`src/rtl/cte_pkg.sv`:
```
// Shared definitions for the colour-space converter: phase encoding, fixed-point
// coefficients and clip limits.
package cte_pkg;

    typedef enum logic [1:0] {
        PH_U  = 2'd0,
        PH_Y0 = 2'd1,
        PH_V  = 2'd2,
        PH_Y1 = 2'd3
    } phase_e;

    // YUV->RGB weights are in eighths, RGB->YUV weights in sixteenths.
    localparam int RGB_FRAC = 3;
    localparam int C_YY     = 8;
    localparam int C_RV     = 13;
    localparam int C_GU     = -2;
    localparam int C_GV     = -6;
    localparam int C_BU     = 16;

    localparam int YUV_FRAC = 4;
    localparam int C_YR     = 4;
    localparam int C_YG     = 10;
    localparam int C_YB     = 2;
    localparam int C_UR     = -2;
    localparam int C_UG     = -4;
    localparam int C_UB     = 6;
    localparam int C_VR     = 6;
    localparam int C_VG     = -5;
    localparam int C_VB     = -1;

    localparam int PIX_MIN  = 0;
    localparam int PIX_MAX  = 255;
    localparam int CHR_MIN  = -128;
    localparam int CHR_MAX  = 127;

    // floor(x / 2^fracBits + 0.5), relying on the arithmetic shift for negatives
    function automatic int roundShift(input int x, input int fracBits);
        return (x + (1 <<< (fracBits - 1))) >>> fracBits;
    endfunction

    function automatic logic [7:0] clipPix(input int x);
        if (x < PIX_MIN)      return 8'd0;
        else if (x > PIX_MAX) return 8'd255;
        else                  return 8'(x);
    endfunction

    function automatic logic [7:0] clipChr(input int x);
        if (x < CHR_MIN)      return 8'h80;
        else if (x > CHR_MAX) return 8'h7F;
        else                  return 8'(x);
    endfunction

endpackage

```
`src/rtl/cte_if.sv`:
```
// Stream interface of the colour-space converter; the converter is the slave side.
interface cte_if;

    logic        op_mode;
    logic        in_en;
    logic [7:0]  yuv_in;
    logic [23:0] rgb_in;
    logic        busy;
    logic        out_valid;
    logic [23:0] rgb_out;
    logic [7:0]  yuv_out;

    modport master (
        output op_mode, in_en, yuv_in, rgb_in,
        input  busy, out_valid, rgb_out, yuv_out
    );

    modport slave (
        input  op_mode, in_en, yuv_in, rgb_in,
        output busy, out_valid, rgb_out, yuv_out
    );

endinterface

```
`src/rtl/cte_yuv2rgb.sv`:
```
// Combinational YUV->RGB pixel map with round-half-up and clipping to [0,255].
module cte_yuv2rgb
    import cte_pkg::*;
(
    input  logic [7:0]  y_i,
    input  logic [7:0]  u_i,
    input  logic [7:0]  v_i,
    output logic [23:0] rgb_o
);

    int ySig;
    int uSig;
    int vSig;

    always_comb begin
        ySig  = {24'd0, y_i};
        uSig  = {{24{u_i[7]}}, u_i};
        vSig  = {{24{v_i[7]}}, v_i};
        rgb_o = {clipPix(roundShift(C_YY * ySig + C_RV * vSig, RGB_FRAC)),
                 clipPix(roundShift(C_YY * ySig + C_GU * uSig + C_GV * vSig, RGB_FRAC)),
                 clipPix(roundShift(C_YY * ySig + C_BU * uSig, RGB_FRAC))};
    end

endmodule

```
`src/rtl/cte.sv`:
```
// Colour-space converter top: 4:2:2 YUV byte stream to RGB pixels, plus an
// optional RGB->YUV direction enabled by defining CTE_RGB2YUV_EN.
module cte
    import cte_pkg::*;
(
    input  logic  clk,
    input  logic  rst_n,
    cte_if.slave  bus
);

    phase_e      phase_q, phase_d;
    logic [7:0]  u_q, u_d;
    logic [7:0]  y0_q, y0_d;
    logic [7:0]  v_q, v_d;
    logic        valid_q, valid_d;
    logic [23:0] rgb_q, rgb_d;
    logic [7:0]  convY;
    logic [7:0]  convV;
    logic [23:0] rgbConv;
    logic        modeEff;
    logic        accept;

    // Pixel0 is formed while V arrives (Y0 from storage), pixel1 while Y1 arrives.
    assign convY = (phase_q == PH_V) ? y0_q : bus.yuv_in;
    assign convV = (phase_q == PH_V) ? bus.yuv_in : v_q;

    cte_yuv2rgb u_conv (
        .y_i   (convY),
        .u_i   (u_q),
        .v_i   (convV),
        .rgb_o (rgbConv)
    );

`ifdef CTE_RGB2YUV_EN
    logic        mode_q, mode_d;
    logic [7:0]  y1_q, y1_d;
    logic [7:0]  yuv_q, yuv_d;
    logic [7:0]  encY;
    logic [7:0]  encU;
    logic [7:0]  encV;
    int          rSig;
    int          gSig;
    int          bSig;

    always_comb begin
        rSig = {24'd0, bus.rgb_in[23:16]};
        gSig = {24'd0, bus.rgb_in[15:8]};
        bSig = {24'd0, bus.rgb_in[7:0]};
        encY = clipPix(roundShift(C_YR * rSig + C_YG * gSig + C_YB * bSig, YUV_FRAC));
        encU = clipChr(roundShift(C_UR * rSig + C_UG * gSig + C_UB * bSig, YUV_FRAC));
        encV = clipChr(roundShift(C_VR * rSig + C_VG * gSig + C_VB * bSig, YUV_FRAC));
    end

    // The mode only changes at a group boundary; mid-group the latched value rules.
    assign modeEff     = (phase_q == PH_U) ? bus.op_mode : mode_q;
    assign bus.busy    = mode_q && ((phase_q == PH_V) || (phase_q == PH_Y1));
    assign bus.yuv_out = yuv_q;
`else
    logic unusedBits;

    assign unusedBits  = ^{bus.op_mode, bus.rgb_in};
    assign modeEff     = 1'b0;
    assign bus.busy    = 1'b0;
    assign bus.yuv_out = 8'd0;
`endif

    assign accept        = bus.in_en && !bus.busy;
    assign bus.out_valid = valid_q;
    assign bus.rgb_out   = rgb_q;

    always_comb begin
        phase_d = phase_q;
        u_d     = u_q;
        y0_d    = y0_q;
        v_d     = v_q;
        valid_d = 1'b0;
        rgb_d   = rgb_q;
`ifdef CTE_RGB2YUV_EN
        mode_d  = modeEff;
        y1_d    = y1_q;
        yuv_d   = yuv_q;
`endif
        if (!modeEff) begin
            if (accept) begin
                phase_d = phase_e'(phase_q + 2'd1);
                case (phase_q)
                    PH_U:  u_d  = bus.yuv_in;
                    PH_Y0: y0_d = bus.yuv_in;
                    PH_V: begin
                        v_d     = bus.yuv_in;
                        valid_d = 1'b1;
                        rgb_d   = rgbConv;
                    end
                    PH_Y1: begin
                        valid_d = 1'b1;
                        rgb_d   = rgbConv;
                    end
                endcase
            end
        end
`ifdef CTE_RGB2YUV_EN
        // Two pixels in, then two busy cycles drain the remaining V and Y1 bytes.
        else begin
            case (phase_q)
                PH_U: if (accept) begin
                    yuv_d   = encU;
                    y0_d    = encY;
                    v_d     = encV;
                    valid_d = 1'b1;
                    phase_d = PH_Y0;
                end
                PH_Y0: if (accept) begin
                    yuv_d   = y0_q;
                    y1_d    = encY;
                    valid_d = 1'b1;
                    phase_d = PH_V;
                end
                PH_V: begin
                    yuv_d   = v_q;
                    valid_d = 1'b1;
                    phase_d = PH_Y1;
                end
                PH_Y1: begin
                    yuv_d   = y1_q;
                    valid_d = 1'b1;
                    phase_d = PH_U;
                end
            endcase
        end
`endif
    end

    always_ff @(posedge clk or negedge rst_n) begin
        if (!rst_n) begin
            phase_q <= PH_U;
            u_q     <= 8'd0;
            y0_q    <= 8'd0;
            v_q     <= 8'd0;
            valid_q <= 1'b0;
            rgb_q   <= 24'd0;
`ifdef CTE_RGB2YUV_EN
            mode_q  <= 1'b0;
            y1_q    <= 8'd0;
            yuv_q   <= 8'd0;
`endif
        end else begin
            phase_q <= phase_d;
            u_q     <= u_d;
            y0_q    <= y0_d;
            v_q     <= v_d;
            valid_q <= valid_d;
            rgb_q   <= rgb_d;
`ifdef CTE_RGB2YUV_EN
            mode_q  <= mode_d;
            y1_q    <= y1_d;
            yuv_q   <= yuv_d;
`endif
        end
    end

endmodule

```
`src/flat_wrapper.sv`:
```
// flat-port wrapper written by rule: the top's interface ports become plain ports
module cte_flat import cte_pkg::*;
  (clk, rst_n, bus_op_mode, bus_in_en, bus_yuv_in, bus_rgb_in, bus_busy, bus_out_valid, bus_rgb_out, bus_yuv_out);
  cte_if bus_i ();
  input  logic clk;
  input  logic rst_n;
  input wire logic [$bits(bus_i.op_mode)-1:0] bus_op_mode;
  input wire logic [$bits(bus_i.in_en)-1:0] bus_in_en;
  input wire logic [$bits(bus_i.yuv_in)-1:0] bus_yuv_in;
  input wire logic [$bits(bus_i.rgb_in)-1:0] bus_rgb_in;
  output wire logic [$bits(bus_i.busy)-1:0] bus_busy;
  output wire logic [$bits(bus_i.out_valid)-1:0] bus_out_valid;
  output wire logic [$bits(bus_i.rgb_out)-1:0] bus_rgb_out;
  output wire logic [$bits(bus_i.yuv_out)-1:0] bus_yuv_out;
  assign bus_i.op_mode = bus_op_mode;
  assign bus_i.in_en = bus_in_en;
  assign bus_i.yuv_in = bus_yuv_in;
  assign bus_i.rgb_in = bus_rgb_in;
  assign bus_busy = bus_i.busy;
  assign bus_out_valid = bus_i.out_valid;
  assign bus_rgb_out = bus_i.rgb_out;
  assign bus_yuv_out = bus_i.yuv_out;
  cte u_core (.clk(clk), .rst_n(rst_n), .bus(bus_i));
endmodule
```
`config.mk`:
```
export PLATFORM = sky130hd
export DESIGN_NAME = cte_flat
export DESIGN_NICKNAME = d
export VERILOG_FILES = /design/src/rtl/cte_pkg.sv /design/src/rtl/cte_if.sv /design/src/rtl/cte_yuv2rgb.sv /design/src/rtl/cte.sv /design/src/flat_wrapper.sv
export SDC_FILE = /design/constraint.sdc
export NUM_CORES = 1
export LEC_CHECK = 0
export ABC_AREA = 1
export CAP_MARGIN = 25
export CELL_PAD_IN_SITES_DETAIL_PLACEMENT = 0
export CELL_PAD_IN_SITES_GLOBAL_PLACEMENT = 2
export CORE_ASPECT_RATIO = 1.5
export CORE_UTILIZATION = 33
export CTS_BUF_LIST = sky130_fd_sc_hd__clkbuf_8
export DETAILED_ROUTE_END_ITERATION = 6
export MAX_ROUTING_LAYER = met4
export PLACE_DENSITY_LB_ADDON = 0.1
export SYNTH_ARGS = -nofsm -noshare
export SYNTH_HDL_FRONTEND = slang
export SYNTH_SLANG_ARGS = --single-unit
```
`constraint.sdc`:
```
create_clock -name clk -period 6.4 [get_ports clk]
set_input_delay 1.28 -clock clk [delete_from_list [all_inputs] [get_ports clk]]
set_output_delay 1.28 -clock clk [all_outputs]
set_load 0.01 [all_outputs]
```
==> results of run 1 <==
## flip-flops by register name (all words and copies together), names as in the netlist
name	flops
u_core.v_q	8
u_core.bus.out_valid	1
u_core.y0_q	8
u_core.u_q	8
u_core.bus.rgb_out	24
u_core.phase_q	2
## per-layer routing
metal	track usage	vias up	routed length, µm
met4	0.0754	0	635
met3	0.0138	34	325
li1	-	3503	-
met1	0.206	3004	7810
met2	0.455	70	12500
met5	-	-	0
## critical path: cells and delay by family
family / cells / cell delay [ns]
AND/OR/NAND/NOR: 17 / 1.74
adder cells (fa/ha/maj): 4 / 1.55
buffers and inverters: 6 / 1.05
AO/OA/AOI/OAI: 3 / 0.39
XOR/XNOR: 2 / 0.27
## cells in the mapped netlist, types with 2 or more instances
master	number	area, µm²
nand2_1	332	1250
inv_1	195	732
ha_1	98	1230
nor2_1	71	267
o21ai_0	62	310
dfrtp_1	51	1280
nand3_1	48	240
a21oi_1	32	160
fa_1	28	561
xor2_1	16	140
xnor2_1	15	131
buf_4	9	67.6
clkbuf_1	9	33.8
nand2_2	8	50.1
nand4_1	8	50.1
o21ai_1	7	35.0
nor2_2	5	31.3
nor3_1	5	25.0
or2_2	5	31.3
o21bai_1	4	30.0
a21oi_2	2	17.5
nor3_2	2	20.0
## cell type report
class | instances | area (µm²)
Clock buffer | 5 | 68.8
Fill cell | 2223 | 11200
Inverter | 197 | 739
Clock inverter | 3 | 26.3
Sequential cell | 51 | 1280
Tap cell | 260 | 325
Multi-Input combinational cell | 766 | 4890
Timing Repair Buffer | 179 | 1440
## timing repair
| action | in CTS | in global routing |
|---|---|---|
| endpoints found under the setup margin | 8 | 8 |
| pin swaps | 0 | 6 |
| resized for setup | 2 | 53 |
| buffers inserted | 0 | 2 |
## kinds of logic after synthesis
family,count (synthesis)
DFF,51
AOI/OAI and AO/OA,110
adders and majority gates,126
and+or+nand+nor,490
buffers and inverters,217
other,1
xor gates and xnor gates,31
## stage by stage
step,cells,hold WS [ns],cell area [µm²],setup TNS (ns),util
3_3_place_gp,1451,0.461,8450,-3.28,0.424
6_report,1461,0.490,8760,0,0.439
2_1_floorplan,1034,0.446,6810,0,-
4_1_cts,1459,0.496,8550,0,0.429
3_5_place_dp,1451,0.466,8450,-3.43,0.424
5_1_grt,1461,0.513,8760,-0.00588,0.439
## final timing paths
path | start | to | slack [ns] | depth (start not counted)
worst max-delay path | bus_yuv_in[4] | u_core.bus.rgb_out[15] | 0.36 | 32
worst min-delay path | u_core.bus.rgb_out[20] | u_core.bus.rgb_out[20] | 0.49 | 2
worst max register to register | u_core.phase_q[0] | u_core.bus.rgb_out[15] | 0.55 | 34
worst min register to register | u_core.bus.rgb_out[20] | u_core.bus.rgb_out[20] | 0.49 | 2
max in group asynchronous | rst_n | u_core.u_q[7] | 4.86 | 2
min in group asynchronous | rst_n | u_core.bus.rgb_out[13] | 1.03 | 2
==> out/qor.yml, run 1 <==
placed_design:
  dp_hpwl_um: 18800
  io_buffers: 35
  pre_cts_slack_ns: -0.448
  place_congestion: 0.870
critical_path:
  arrival_ns: 6.28
  crit_path_start_kind: "input port"
  end_kind: "register"
  crit_type: "input port to register"
  crit_top_cell: "nand2_1"
  critPathMaxStageDelay_ns: 0.50
  required_ns: 6.64
  cp_slowest_cell: "fa_1"
  path_max_fanout: 6
synth:
  synth.distinct_cells: 36
  yosys_warnings: 0
  ys.flop_type: "dfrtp_1"
  syn_inst: 1026
  synth-seq-cells: 51
  synth.area.mux_share: 0
  synth_top_family_by_area: "simple AND/OR/NAND/NOR gates"
  synthArstFlopShare: 1.00
  synth.avg_cell_area_um2: 6.61
  synth_edf_count: 0
  ys_seq_area_frac: 0.188
  synth_compound_area_frac: 0.0849
  synthAdderAreaFrac: 0.263
  synthXorXnorAreaFrac: 0.0400
  synth-simple-area-share: 0.297
  netlist_area_mm2: 0.00678
timing:
  hold_violations: 0
  setup_violations: 0
  finalCriticalPeriod_ns: 6.04
  maxSlewHeadroom: 0.530
  final-max-slew-violation-count: 0
  clock.fmax_mhz: 166
  fin_skew_ns: 0.0154
  period_share: 0.943
  worst_pin_slew_ns: 0.705
  setup_ws_ns: 0.363
finish:
  nNetsFinal: 1362
  final_cell_mix: "nand2_1, inv_1, buf_4"
  drive_above_1_share: 0.186
  area_growth_pct: 29.2
  final_common_cell: "nand2_1"
  n_antenna_cell: 0
global_routing:
  overflow: 0
  grt_pass1_vias: 6725
  grt_util_all_layers: 0.219
  antenna_found_initial: 0
  grt_first_pass_wirelength_um: 34100
  grt_max_degree: 52
route:
  avgViaCountPerCell: 4.52
  routed_wl_um: 21300
  drtAntennaViolNets: 0
  drt-initial-drc-count: 202
  first_pass_iters: 5
  wl_per_cell_um: 14.6
  drc: 0
  num_vias: 6611
floorplan:
  coreArea_mm2: 0.0199
  dieHeight_um: 178
  core.rowCount: 63
  io_pins: 70
  die_x_um: 119
  start_util: 0.340
  dieArea_mm2: 0.0211
status:
  outcome: "finished, final reports clean"
run:
  cap_viol_max_count: 0
cts:
  cts_buffers: 5
  cts_tree: "done"
  clk_path_buf_depth: 2
  htree_levels: 2
  cts_hold_buf: 0
  clkLatencyLatePin_ns: 0.34
  cts-root-buf: "clkbuf_8"
  path_clk_slew_ns: 0.12
  clock_sinks: 51
worst_hold_path:
  hp-class: "register to register"
Power of run 1 is left out: the tool's default activity adds up to more than one toggle a clock period on the data nets, which glitch-free logic cannot reach.
==> inputs of run 2 (changes only) <==
CORE_UTILIZATION = 36   (was 33)
HOLD_SLACK_MARGIN = 0.08   (was default)
clock period = 7 ns   (was 6.4 ns; I/O delays follow)
==> run 2 against run 1 <==
Effect of this change: wire length is 6.0% lower; global-route usage is 0.76 points higher; sequential share of layout area is 2.1 points higher; largest cell class unchanged; non-clock buffer count is 118 lower.
==> out/qor.yml, run 2 (synthesis gave the netlist of run 1 again) <==
finish:
  nNetsFinal: 1244  # was 1,362
  drive_above_1_share: 0.0582  # was 0.186
  final_common_cell: "nand2_1"  # unchanged
  n_antenna_cell: 0  # unchanged
  final_cell_mix: "nand2_1, inv_1, ha_1"  # was nand2_1, inv_1, buf_4
  area_growth_pct: 12.9  # was 29.2%
  largest_register_ffs: 24  # unchanged
placed_design:
  pre_cts_slack_ns: 0.0745  # was -0.448 ns
  dp_hpwl_um: 17600  # was 18,800 µm
  io_buffers: 35  # unchanged
  place_congestion: 0.854  # was 0.870
worst_hold_path:
  worstHoldStart: "u_core.bus.rgb_out[14]"  # was u_core.bus.rgb_out[20]
  min_path_cells: 2  # unchanged
  worstHoldEndpoint: "u_core.bus.rgb_out[14]"  # was u_core.bus.rgb_out[20]
  hp-class: "register to register"  # unchanged
route:
  first_pass_iters: 6  # was 5
  drc: 0  # unchanged
  num_vias: 6175  # was 6,611
  wl_per_cell_um: 15.0  # was 14.6 µm
  met1_length_um: 7390  # was 7810 µm
  drtAntennaViolNets: 0  # unchanged
  wl_met2_um: 11600  # was 12,500 µm
  topRoutingLayerUsed: "met4"  # unchanged
  avgViaCountPerCell: 4.63  # was 4.52
  routed_wl_um: 20000  # was 21,300 µm
  drt-initial-drc-count: 220  # was 202
  wl_met3_um: 172  # was 325 µm
cts:
  path_clk_slew_ns: 0.10  # was 0.12 ns
  clk_path_buf_depth: 2  # unchanged
  clock_sinks: 51  # unchanged
  cts_tree: "done"  # unchanged
  htree_levels: 2  # unchanged
  cts_hold_buf: 0  # unchanged
  clkLatencyLatePin_ns: 0.32  # was 0.34 ns
  cts_buffers: 5  # unchanged
  cts-root-buf: "clkbuf_8"  # unchanged
critical_path:
  crit_type: "input port to register"  # unchanged
  cp_slowest_cell: "fa_1"  # unchanged
  regToRegEndpoint: "u_core.bus.rgb_out[12]"  # was u_core.bus.rgb_out[15]
  arrival_ns: 6.71  # was 6.28 ns
  required_ns: 7.21  # was 6.64 ns
  r2r_slack_ns: 0.94  # was 0.55 ns
  worstReg2RegStart: "u_core.phase_q[0]"  # unchanged
  end_kind: "register"  # unchanged
  path_max_fanout: 10  # was 6
  crit_path_start_kind: "input port"  # unchanged
  critPathMaxStageDelay_ns: 0.48  # was 0.50 ns
  crit_top_cell: "nand2_1"  # unchanged
  r2r.worst_path.cells: 34  # unchanged
global_routing:
  grt_first_pass_wirelength_um: 32300  # was 34,100 µm
  grt_util_all_layers: 0.226  # was 0.219
  overflow: 0  # unchanged
  antenna_found_initial: 0  # unchanged
  grt_pass1_vias: 6311  # was 6,725
  grt_max_degree: 52  # unchanged
floorplan:
  coreArea_mm2: 0.0185  # was 0.0199 mm²
  start_util: 0.367  # was 0.340
  core.rowCount: 61  # was 63
  dieHeight_um: 170  # was 178 µm
  io_pins: 70  # unchanged
  die_x_um: 114  # was 119 µm
  dieArea_mm2: 0.0194  # was 0.0211 mm²
timing:
  maxSlewHeadroom: 0.464  # was 0.530
  clock.fmax_mhz: 154
  period_share: 0.928
  fin_skew_ns: 0.0118  # was 0.0154 ns
  setup_violations: 0  # unchanged
  setup_ws_ns: 0.503  # was 0.363 ns
  rsz0062_at_grt: "no"
  hold_violations: 0  # unchanged
  tns_ns: 0  # unchanged
  final-max-slew-violation-count: 0  # unchanged
  worst_pin_slew_ns: 0.795  # was 0.705 ns
  hold_ws_ns: 0.489  # was 0.490 ns
  finalCriticalPeriod_ns: 6.50
status:
  outcome: "finished, final reports clean"  # unchanged
run:
  cap_viol_max_count: 0  # unchanged
[run 2: cell count changes in the layout (fill, tap and decap cells not counted), moves of 7 or more]
cell,delta
buf_4,-117
nand2_1,+8
ha_1,+7
nand2_2,-7
nor2_1,+7
[run 2: what timing repair did]
item | CTS | global route
endpoints found under the setup margin | 0 | 3
resized for setup | 0 | 1
setup buffers | 0 | 0
[run 2: final cells by class]
class	instances	area (µm²)
fillers	2147	10800
multi-input cells	766	4690
flip-flops and latches	51	1280
inverters	197	739
repair buffers	61	541
well taps	252	315
clock buffers	5	68.8
clock inverters	3	28.8
[run 2: critical path, delay by kind of cell]
kind            cells  cell delay (ns)
fa+ha+maj           4             1.59
simple gates       19             2.16
compound gates      3             0.59
buf+inv             7             0.97
[run 2: worst max-delay path by stage]
stage | from | end
after global routing | bus_yuv_in[5] | u_core.bus.rgb_out[12]
after detailed placement | bus_yuv_in[5] | u_core.bus.rgb_out[12]
after floorplan | bus_yuv_in[7] | u_core.bus.rgb_out[11]
after CTS | bus_yuv_in[5] | u_core.bus.rgb_out[12]
final | bus_yuv_in[5] | u_core.bus.rgb_out[12]
after global placement | bus_yuv_in[1] | u_core.bus.rgb_out[12]
[run 2: metrics by stage]
step                      std cells   util  area [µm²]
after CTS                      1335  0.414        7650
after global placement         1327  0.409        7550
after floorplan                1034      -        6810
after detailed placement       1327  0.409        7550
after global routing           1335  0.414        7650
final                          1335  0.414        7650
[run 2: per-layer routing]
metal,vias up,track usage
li1,3255,-
met1,2832,0.212
met2,56,0.463
met3,32,0.0110
met4,0,0.0971
met5,-,-
Power of run 2 is left out for the same reason.
